==> src/rtl/r_alu_arbiter.sv <==
// Round-robin arbiter and sequencer that shares one combinational R-type ALU among NREQ requesters.
// Each operation is accepted in IDLE, evaluated in EXEC and returned over a valid/ready handshake in RESP.
module r_alu_arbiter #(
    parameter int NREQ = 2
) (
    input  logic                 clk,
    input  logic                 rst_n,
    input  logic [NREQ-1:0]      req_valid,
    output logic [NREQ-1:0]      req_ready,
    input  logic [32*NREQ-1:0]   req_instr,
    input  logic [32*NREQ-1:0]   req_rv1,
    input  logic [32*NREQ-1:0]   req_rv2,
    output logic [NREQ-1:0]      resp_valid,
    input  logic [NREQ-1:0]      resp_ready,
    output logic [31:0]          resp_data,
    output logic                 resp_err,
    output logic [31:0]          alu_idata,
    output logic [31:0]          alu_rv1,
    output logic [31:0]          alu_rv2,
    input  logic [31:0]          alu_result,
    output logic                 busy,
    output logic [15:0]          op_count
);

    localparam int IW = (NREQ > 2) ? 2 : 1;
    localparam logic [IW-1:0] LAST_IDX = IW'(NREQ - 1);
    localparam logic [6:0] OPC_OP = 7'b0110011;

    typedef enum logic [1:0] {
        IDLE = 2'd0,
        EXEC = 2'd1,
        RESP = 2'd2
    } state_t;

    state_t          state;
    state_t          state_nxt;
    logic [IW-1:0]   last_grant;
    logic [IW-1:0]   owner;
    logic [IW-1:0]   winner;
    logic [IW-1:0]   cand;
    logic            win_found;
    logic            accept;
    logic            resp_done;
    logic            legal;
    logic [31:0]     instr_q;
    logic [31:0]     rv1_q;
    logic [31:0]     rv2_q;
    logic [31:0]     res_q;
    logic            err_q;

    logic [31:0]     instr_in [NREQ];
    logic [31:0]     rv1_in   [NREQ];
    logic [31:0]     rv2_in   [NREQ];

    for (genvar g = 0; g < NREQ; g++) begin : g_unpack
        assign instr_in[g] = req_instr[32*g +: 32];
        assign rv1_in[g]   = req_rv1[32*g +: 32];
        assign rv2_in[g]   = req_rv2[32*g +: 32];
    end

    // Search starts one past the previous winner, so every holder of req_valid is reached within NREQ grants.
    always_comb begin
        // NOTE: every variable gets a default before any branch, so no path can infer a latch.
        win_found = 1'b0;
        winner    = '0;
        cand      = '0;
        for (int k = 1; k <= NREQ; k++) begin
            cand = IW'((int'(last_grant) + k) % NREQ);
            if (!win_found && req_valid[cand]) begin
                win_found = 1'b1;
                winner    = cand;
            end
        end
    end

    always_comb begin
        legal = 1'b0;
        if (instr_q[6:0] == OPC_OP && !instr_q[31] && instr_q[29:25] == 5'd0) begin
            case ({instr_q[30], instr_q[14:12]})
                4'b0000, 4'b1000, 4'b0001, 4'b0010, 4'b0011,
                4'b0100, 4'b0101, 4'b1101, 4'b0110, 4'b0111: legal = 1'b1;
                default:                                     legal = 1'b0;
            endcase
        end
    end

    assign accept    = (state == IDLE) && win_found;
    assign resp_done = (state == RESP) && resp_ready[owner];

    always_ff @(posedge clk or negedge rst_n) begin
        // NOTE: state registers use non-blocking assignments so every flop samples pre-edge values.
        if (!rst_n) begin
            state <= IDLE;
        end else begin
            state <= state_nxt;
        end
    end

    always_comb begin
        state_nxt = state;
        unique case (state)
            IDLE:    if (win_found) state_nxt = EXEC;
            EXEC:    state_nxt = RESP;
            RESP:    if (resp_ready[owner]) state_nxt = IDLE;
            default: state_nxt = IDLE;
        endcase
    end

    // NOTE: the operand latches are reset too, because the ALU ports must read zero straight out of reset.
    always_ff @(posedge clk or negedge rst_n) begin
        if (!rst_n) begin
            last_grant <= LAST_IDX;
            owner      <= '0;
            instr_q    <= '0;
            rv1_q      <= '0;
            rv2_q      <= '0;
        end else if (accept) begin
            last_grant <= winner;
            owner      <= winner;
            instr_q    <= instr_in[winner];
            rv1_q      <= rv1_in[winner];
            rv2_q      <= rv2_in[winner];
        end
    end

    // An illegal word still produces a response, but the ALU output is replaced by zero.
    always_ff @(posedge clk or negedge rst_n) begin
        if (!rst_n) begin
            res_q <= '0;
            err_q <= 1'b0;
        end else if (state == EXEC) begin
            res_q <= legal ? alu_result : 32'd0;
            err_q <= !legal;
        end
    end

    always_ff @(posedge clk or negedge rst_n) begin
        if (!rst_n) begin
            op_count <= '0;
        end else if (resp_done && !err_q) begin
            op_count <= op_count + 16'd1;
        end
    end

    assign req_ready  = accept ? (NREQ'(1) << winner) : '0;
    assign resp_valid = (state == RESP) ? (NREQ'(1) << owner) : '0;
    assign resp_data  = (state == RESP) ? res_q : 32'd0;
    assign resp_err   = (state == RESP) && err_q;
    assign busy       = (state != IDLE);

    assign alu_idata  = instr_q;
    assign alu_rv1    = rv1_q;
    assign alu_rv2    = rv2_q;

endmodule

==> config.mk <==
export PLATFORM = sky130hd
export DESIGN_NAME = r_alu_arbiter
export DESIGN_NICKNAME = d
export VERILOG_FILES = /design/src/rtl/r_alu_arbiter.sv
export SDC_FILE = /design/constraint.sdc
export NUM_CORES = 1
export LEC_CHECK = 0
export CORE_AREA = 8 8 140 142
export CTS_BUF_LIST = sky130_fd_sc_hd__clkbuf_8
export DETAILED_ROUTE_END_ITERATION = 6
export DIE_AREA = 0 0 148 150
export HOLD_SLACK_MARGIN = 0.12
export PLACE_DENSITY = 0.75
export SLEW_MARGIN = 5
export SYNTH_ARGS = -nofsm -noshare
export SYNTH_HDL_FRONTEND = slang
export SYNTH_SLANG_ARGS = --single-unit
==> constraint.sdc <==
create_clock -name clk -period 2 [get_ports clk]
set_clock_uncertainty 0.2 [all_clocks]
set_input_delay 0.4 -clock clk [delete_from_list [all_inputs] [get_ports clk]]
set_output_delay 0.4 -clock clk [all_outputs]
set_load 0.1 [all_outputs]
# After elaboration in Yosys (flattened, before gate mapping)
# Memory sizes are Yosys's and may differ from the RTL's.
# Cells that the tools add are included.
[totals]
regBits = 149
rom_bits = 16
out_inout_bits = 150
n_memories = 1
[memory_table]
columns = ["name", "words", "word_bits", "rd", "rd_clocked_by_memory_dff", "write_ports", "line", "source"]
rows = [
  ["(name not given)", 16, 1, 1, 0, 0, "79", "case ({instr_q[30], instr_q[14:12]})"],
]
[op_classes]
n_addsub = 3
order_cmp = 4
eq_ne = 5
shift = 2
mux = 27
bitwise = 1
n_reduce_logical = 15
[ops]
columns = ["op", "count"]
rows = [
  ["2-to-1 mux 32 bit", 11],
  ["adder 16 x 1 -> 16 bit, second input constant", 1],
  ["2-to-1 mux 1 bit", 11],
  ["2-to-1 mux 2 bit", 4],
  ["== test 7 x 6 -> 1 bit, second input constant", 1],
  ["logical AND 1 bit", 7],
  ["less-than comparator 1 x 2 -> 1 bit, second input constant", 3],
  ["case mux 2 bit (3 select lines)", 1],
  ["logical NOT 5 bit", 1],
  ["logical NOT 1 bit", 4],
  ["<< shifter 1 x 1 -> 2 bit, first input constant", 2],
  ["adder 1 bit, second input constant", 2],
  ["== test 2 x 1 -> 1 bit, second input constant", 1],
  ["== test 2 bit, second input constant", 1],
  [">= comparator 2 bit, second input constant", 1],
  ["logical NOT 2 bit", 1],
  ["inequality test 2 x 1 -> 1 bit, second input constant", 1],
  ["inequality test 2 bit, second input constant", 1],
  ["NOT 1 -> 2 bit", 1],
  ["AND reduction 2 bit", 1],
  ["nonzero test 2 bit", 1],
]

# Depth between registers and ports, before layout
# Gate-level depths: netlist (run 1).
[depth]
depth_word = 11
ltp_mapped = 7

# Least setup slack after synthesis (run 1)
# Ideal clock, no wire load.
[synth_path]
path_kind = "register -> register"
start = "register last_grant"
end = "register rv1_q[0], in the netlist alu_rv1[0]"
setup_ns = 0.073
arrival_time_ns = 2.296
required_ns = 1.727
setup_slack_ns = -0.569
path_stages_with_launch = 7
path_buffers = 2
path_cell_list = "dfstp_2 -> nand2b_1 -> and3_1 -> buf_2 -> clkbuf_1 -> a222oi_1 -> inv_1"
[synth_between]
elab_chain_cells = 11
word_cells_on_any_way = 17
cone_classes = "add/sub: 2; mux: 11; bitwise: 1; reduce/logical: 3"
[synth_lines]
columns = ["element", "line", "source"]
rows = [
  ["from (decl)", "37", "logic [IW-1:0] last_grant;"],
  ["from (signal assigned)", "118", "last_grant <= winner;"],
  ["adder 1 bit", "68", "cand = IW'((int'(last_grant) + k) % NREQ);"],
  ["2-to-1 mux 1 bit (not written as such) (2 in series)", "69", "if (!win_found && req_valid[cand]) begin"],
  ["2-to-1 mux 1 bit", "69", ""],
  ["logical NOT 1 bit", "69", ""],
  ["logical AND 1 bit", "69", ""],
  ["2-to-1 mux 1 bit", "69", ""],
  ["NOT 1 -> 2 bit (not written as such)", "121", "rv1_q <= rv1_in[winner];"],
  ["2-to-1 mux 32 bit (not written as such) (3 in series)", "121", ""],
  ["to (signal assigned)", "121", ""],
  ["to (decl)", "46", "logic [31:0] rv1_q;"],
]
# Parallel ways exist; a longest one is shown, timed or not. The select of a mux whose other input is x is not followed.
# A chain may end at the register's enable or synchronous reset.

# Worst setup path after layout (run 1)
[layout_path]
start = "register state[0]"
end = "output port resp_data[25]"
[layout_between]
elab_chain_cells = 2
[layout_lines]
columns = ["element", "line", "source"]
rows = [
  ["from (decl)", "35", "state_t state;"],
  ["from (signal assigned)", "95", "state <= state_nxt;"],
  ["== test 2 bit", "147", "assign resp_data = (state == RESP) ? res_q : 32'd0;"],
  ["2-to-1 mux 32 bit", "147", ""],
  ["to (decl)", "15", "output logic [31:0] resp_data,"],
]
# Every way passes these cells.

==> results of run 1 <==
[placed cells by master, fill, tap and decap left out, types with 3 or more instances in the layout]
cell type,netlist,layout
dfrtp_1,148,125
xor2_1,8,8
buf_12,0,161
nand2_1,4,4
clkbuf_16,0,8
buf_4,1,20
nand3_1,4,4
xnor2_1,8,8
clkinvlp_4,0,5
dfrtp_2,0,23
buf_6,7,8
nand4_1,6,6
a222oi_1,96,96
and2_4,0,33
buf_16,0,3
a22o_1,32,32
clkdlybuf4s50_1,0,227
nor3_2,0,4
clkinv_2,0,4
nand2b_4,0,3
clkbuf_8,0,17
inv_1,101,104
[through the flow]
step | setup WS, ns | setup TNS (ns)
2_1_floorplan | -0.416 | -0.831
3_3_place_gp | -0.205 | -7.75
3_5_place_dp | -0.285 | -12.00
4_1_cts | -0.315 | -10.85
5_1_grt | -0.378 | -15.13
6_report | -0.301 | -10.12
[kinds of logic (layout without fill, tap and decap cells)]
family          after synthesis  count (layout)  synth area share
mux                           3               3           0.00520
simple gates                 73              73            0.0740
buf+inv                     144             565            0.0967
compound gates              134             134             0.204
xor+xnor                     16              16            0.0224
flops                       149             149             0.596
fa+ha+maj                     1               1           0.00200
other cells                   0               1                 0
[area by class of cell]
type	instances	area share
diodes	1	0.000193
clock buffers	17	0.0180
clock inverters	15	0.00733
inverters	101	0.0292
multi-input cells	227	0.163
flip-flops and latches	149	0.290
well taps	229	0.0221
repair buffers	432	0.470
[power groups by stage]
stage	combinational [mW]	clock (mW)	sequential, mW
floorplan	2.62	0	11.7
global placement	15.5	0	5.29
detailed placement	15.6	0	5.34
CTS	16.2	2.10	5.31
global route	17.0	2.24	5.42
finish	16.4	2.05	5.32
[sequential cells by signal, indices dropped and copies added (netlist names)]
name / count
res_q: 32
op_count: 16
owner: 1
alu_rv2: 32
state: 2
alu_rv1: 32
last_grant: 1
err_q: 1
alu_idata: 32
[path summary, 6_finish.rpt]
check / startpoint / endpoint / slack [ns] / depth (start not counted)
max in group asynchronous: rst_n / last_grant / 0.72 / 3
min in group clk: res_q[16] / res_q[16] / 0.31 / 1
worst max-delay path: state[0] / resp_data[25] / -0.30 / 6
worst min-delay path: rst_n / op_count[12] / 0.26 / 2
worst max register to register: state[1] / res_q[0] / -0.07 / 7
worst min register to register: res_q[16] / res_q[16] / 0.31 / 1
[cells in the mapped netlist, drive strengths merged (4+ instances only)]
cell type | n | area (µm²)
a222oi | 96 | 961
a22o | 32 | 280
and2 | 33 | 206
buf | 15 | 121
clkbuf | 28 | 105
dfrtp | 148 | 3700
inv | 101 | 379
nand2 | 4 | 15.0
nand3 | 4 | 20.0
nand4 | 6 | 37.5
nor2 | 5 | 18.8
nor3 | 6 | 30.0
xnor2 | 8 | 70.1
xor2 | 8 | 70.1
[routing by layer]
| layer | wire (µm) | share of wire |
|---|---|---|
| met5 | 0 | 0 |
| met1 | 9930 | 0.34 |
| met2 | 15500 | 0.53 |
| met3 | 2790 | 0.096 |
| met4 | 877 | 0.030 |
[what timing repair did]
item,4_1_cts,5_1_grt
resized for setup,53,15
cloned,4,9
setup buffers,9,4
endpoints found under the hold margin,148,0
endpoints found under the setup margin,38,102
pin swaps,16,27
hold buffers,1,0
==> impl_metrics.json, run 1 <==
{
  "status": "finished with violations",
  "violations": "DRC, setup timing",
  "seq_area_um2": 3760,
  "grt_busiest_layer": "met2",
  "ys_types": 34,
  "seqPwrFrac": 0.223,
  "slowest_delay_ns": 0.40,
  "slew_headroom": 0.677,
  "worst_setup_path_end_kind": "output pin",
  "required_ns": 1.40,
  "die_h_um": 150,
  "slowest_stage": "dfrtp_1",
  "io_buffers": 379,
  "finalCritPeriodShare": 1.15,
  "worst_slack_ns": -0.301,
  "cp_top_family": "buffers and inverters",
  "yosys_warnings": 0,
  "grtUsageTotal": 0.243,
  "maxCapViolCount": 0,
  "whs_ns": 0.259,
  "use_met2": 0.427,
  "crit_top_cell": "buf_6",
  "yosysSeqAreaShare": 0.596,
  "hold_viol": 0,
  "netlist_area_um2": 6260,
  "drc": 6,
  "cp.arrival_ns": 1.70,
  "p_comb_frac": 0.690,
  "grt_pass1_wl_um": 41400,
  "viasPerCell": 5.48,
  "clkPwrFrac": 0.086,
  "p_switching_mw": 12.8,
  "dpl-instance-area_um2": 12100,
  "wire_per_inst_um": 24.8,
  "power_mw": 23.8,
  "cp_cell_sequence": "buf_6 -> nor2b_4 -> buf_6 -> buf_16 -> and2_4 -> buf_12",
  "synth_edf_count": 0,
  "synth.avg_cell_area_um2": 12.0,
  "vdd_drop_max_mv": 2.11,
  "swShare": 0.538,
  "drive_above_1_share": 0.332,
  "slew_violations": 0,
  "worst_setup_path_start_kind": "flop",
  "grt_use_met1": 0.262,
  "cts.sinks": 149,
  "coreArea_um2": 17500,
  "ioPinCount": 380,
  "critPathMaxFanout": 9,
  "multiInputGateArea_um2": 2120,
  "synthCells": 520,
  "grt_pass1_vias": 6970,
  "design_area_um2": 13000,
  "die_area_um2": 22200,
  "worstSetupPathType": "reg2out",
  "clkTransAtPathRegs_ns": 0.08,
  "num_vias": 6417,
  "syn-num-nets": 751,
  "worst-slew-pin-transition_ns": 0.471,
  "path_buf_inv": 4,
  "die-width_um": 148,
  "fin_crit_ns": 2.30,
  "post_layout_nonfiller_instances": 1171,
  "wirelength_um": 29100,
  "grt_max_degree": 58,
  "setup_violations": 54,
  "ys_ff_latch": 149,
  "max_freq_ghz": 0.435,
  "synthFlopType": "dfrtp_1",
  "first_pass_iters": 7,
  "rsz0062_at_grt": "yes",
  "gr-total-overflow": 0,
  "clock-root-buffer": "clkbuf_8",
  "powerDensity_nw_per_um2": 1830,
  "hold_class": "in2async",
  "async_reset_ff_frac": 1.00,
  "start_util": 0.357,
  "htreeDepth": 4,
  "fin_util": 0.740,
  "met3_usage": 0.0871,
  "finalNetCount": 1159,
  "nFillCells": 1085,
  "tritoncts": "done",
  "post-place-cells": 1114,
  "cts_buffers": 17,
  "place.gp.congestion": 0.846,
  "cts_buffer_depth": 2,
  "leakagePower_nw": 6.01,
  "p_int_mw": 11.0,
  "drt_iter0_markers": 650,
  "rows": 49,
  "clock_latency_ns": 0.45,
  "ant_nets": 0,
  "antenna_found_initial": 1,
  "area_delta_synth_final_pct": 107,
  "hpwl_um": 20500
}
(Power assumes the default switching activity.)
==> run 2, diff against run 1 <==
CORE_AREA = 8 8 143 145   (was 8 8 140 142)
DIE_AREA = 0 0 151 153   (was 0 0 148 150)
DONT_BUFFER_PORTS = 1   (was not set)
PLACE_DENSITY = 0.46   (was 0.75)
==> impl_metrics.json, run 2 <==
{
  "ioPinCount": 380,
  "hpwl_um": 16500,
  "clock-root-buffer": "clkbuf_8",
  "die_h_um": 153,
  "synthCells": 520,
  "cts.sinks": 149,
  "synth_commonest_cells": "dfrtp_1 (148), inv_1 (101), a222oi_1 (96)",
  "cts_hold_buf": 183,
  "start_util": 0.343,
  "status": "did not finish",
  "synthFlopType": "dfrtp_1",
  "yosysSeqAreaShare": 0.596,
  "async_reset_ff_frac": 1.00,
  "synth.top_cell.area_share": 0.592,
  "ys_types": 34,
  "rows": 50,
  "die-width_um": 151,
  "ctsResizeCount": 29,
  "cts_buffer_depth": 2,
  "synth_area_leader_cell": "dfrtp_1",
  "place.gp.congestion": 0.818,
  "post-place-cells": 873,
  "cts_buffers": 17,
  "yosys-top-cells-area": "dfrtp_1 (59%), a222oi_1 (15%), inv_1 (6.1%)",
  "synth.avg_cell_area_um2": 12.0,
  "netlist_area_um2": 6260,
  "post-cts-setup-buffers": 7,
  "htreeDepth": 4,
  "error": "[ERROR RSZ-0060] Max buffer count reached.",
  "synth_edf_count": 0,
  "io_buffers": 0,
  "ys_ff_latch": 149,
  "stop_stage": "clock tree synthesis",
  "yosysMostFrequentCell": "dfrtp_1",
  "syn-num-nets": 751,
  "yosys_warnings": 0
}
-- run 2: cell counts after synthesis --
No cell type changed its count.
-- run 2: through the flow --
stage	setup TNS (ns)	cell area, µm²	setup WS, ns	util
detailed placement	0	8180	0.0684	0.448
floorplan	-0.831	6330	-0.416	-
global placement	0	8180	0.0963	0.448
-- run 2: kinds of logic after synthesis --
kind of cell             after synthesis  share of synthesized area
flip-flops                           149                      0.596
buffers and inverters                144                     0.0967
AO/OA/AOI/OAI                        134                      0.204
AND/OR/NAND/NOR                       73                     0.0740
XOR/XNOR                              16                     0.0224
multiplexers                           3                    0.00520
adder cells (fa/ha/maj)                1                    0.00200
==> run 3, diff against run 2 <==
CORE_AREA = 8 8 142 144   (was 8 8 143 145)
CTS_BUF_LIST = not set   (was sky130_fd_sc_hd__clkbuf_8)
DIE_AREA = 0 0 150 152   (was 0 0 151 153)
HOLD_SLACK_MARGIN = not set   (was 0.12)
PLACE_DENSITY = not set   (was 0.46)
PLACE_DENSITY_LB_ADDON = 0.15   (was not set)
==> impl_metrics.json, run 3 <==
{
  "status": "did not finish",
  "stop_stage": "clock tree synthesis",
  "error": "[ERROR RSZ-0060] Max buffer count reached.",
  "async_reset_ff_frac": 1.00,
  "syn-num-nets": 751,
  "post-cts-setup-buffers": 4,
  "synthFlopType": "dfrtp_1",
  "yosys-top-cells-area": "dfrtp_1 (59%), a222oi_1 (15%), inv_1 (6.1%)",
  "htreeDepth": 4,
  "ys_ff_latch": 149,
  "hpwl_um": 16700,
  "yosys.area_share.adder": 0.00200,
  "netlist_area_um2": 6260,
  "yosys.area_share.simple": 0.0740,
  "synth.top_cell.area_share": 0.592,
  "yosys_warnings": 0,
  "synthCells": 520,
  "synth_compound_area_frac": 0.204,
  "synth_commonest_cells": "dfrtp_1 (148), inv_1 (101), a222oi_1 (96)",
  "synth_area_leader_cell": "dfrtp_1",
  "io_buffers": 0,
  "die_h_um": 152,
  "cts_buffer_depth": 2,
  "yosysSeqAreaShare": 0.596,
  "synth_xor_area_frac": 0.0224,
  "cts.sinks": 149,
  "start_util": 0.352,
  "synthMuxAreaShare": 0.00520,
  "ys_types": 34,
  "yosysMostFrequentCell": "dfrtp_1",
  "die-width_um": 150,
  "rows": 49,
  "post-place-cells": 867,
  "dpl-instance-area_um2": 8200,
  "synth_edf_count": 0,
  "ctsResizeCount": 6,
  "cts_hold_buf": 181,
  "clock-root-buffer": "clkbuf_16",
  "place.gp.congestion": 0.764,
  "synth_top_family_by_area": "compound AO/OA/AOI/OAI gates",
  "synth.avg_cell_area_um2": 12.0,
  "cts_buffers": 17,
  "ioPinCount": 380
}
## run 3: per-stage QoR
| stage | setup WS [ns] | TNS (ns) |
|---|---|---|
| floorplan | -0.416 | -0.831 |
| global placement | 0.0883 | 0 |
| detailed placement | 0.0538 | 0 |
## run 3: logic make-up after synthesis
group,after synthesis
compound gates,134
fa+ha+maj,1
flops,149
mux,3
simple gates,73
buf+inv,144
xor+xnor,16
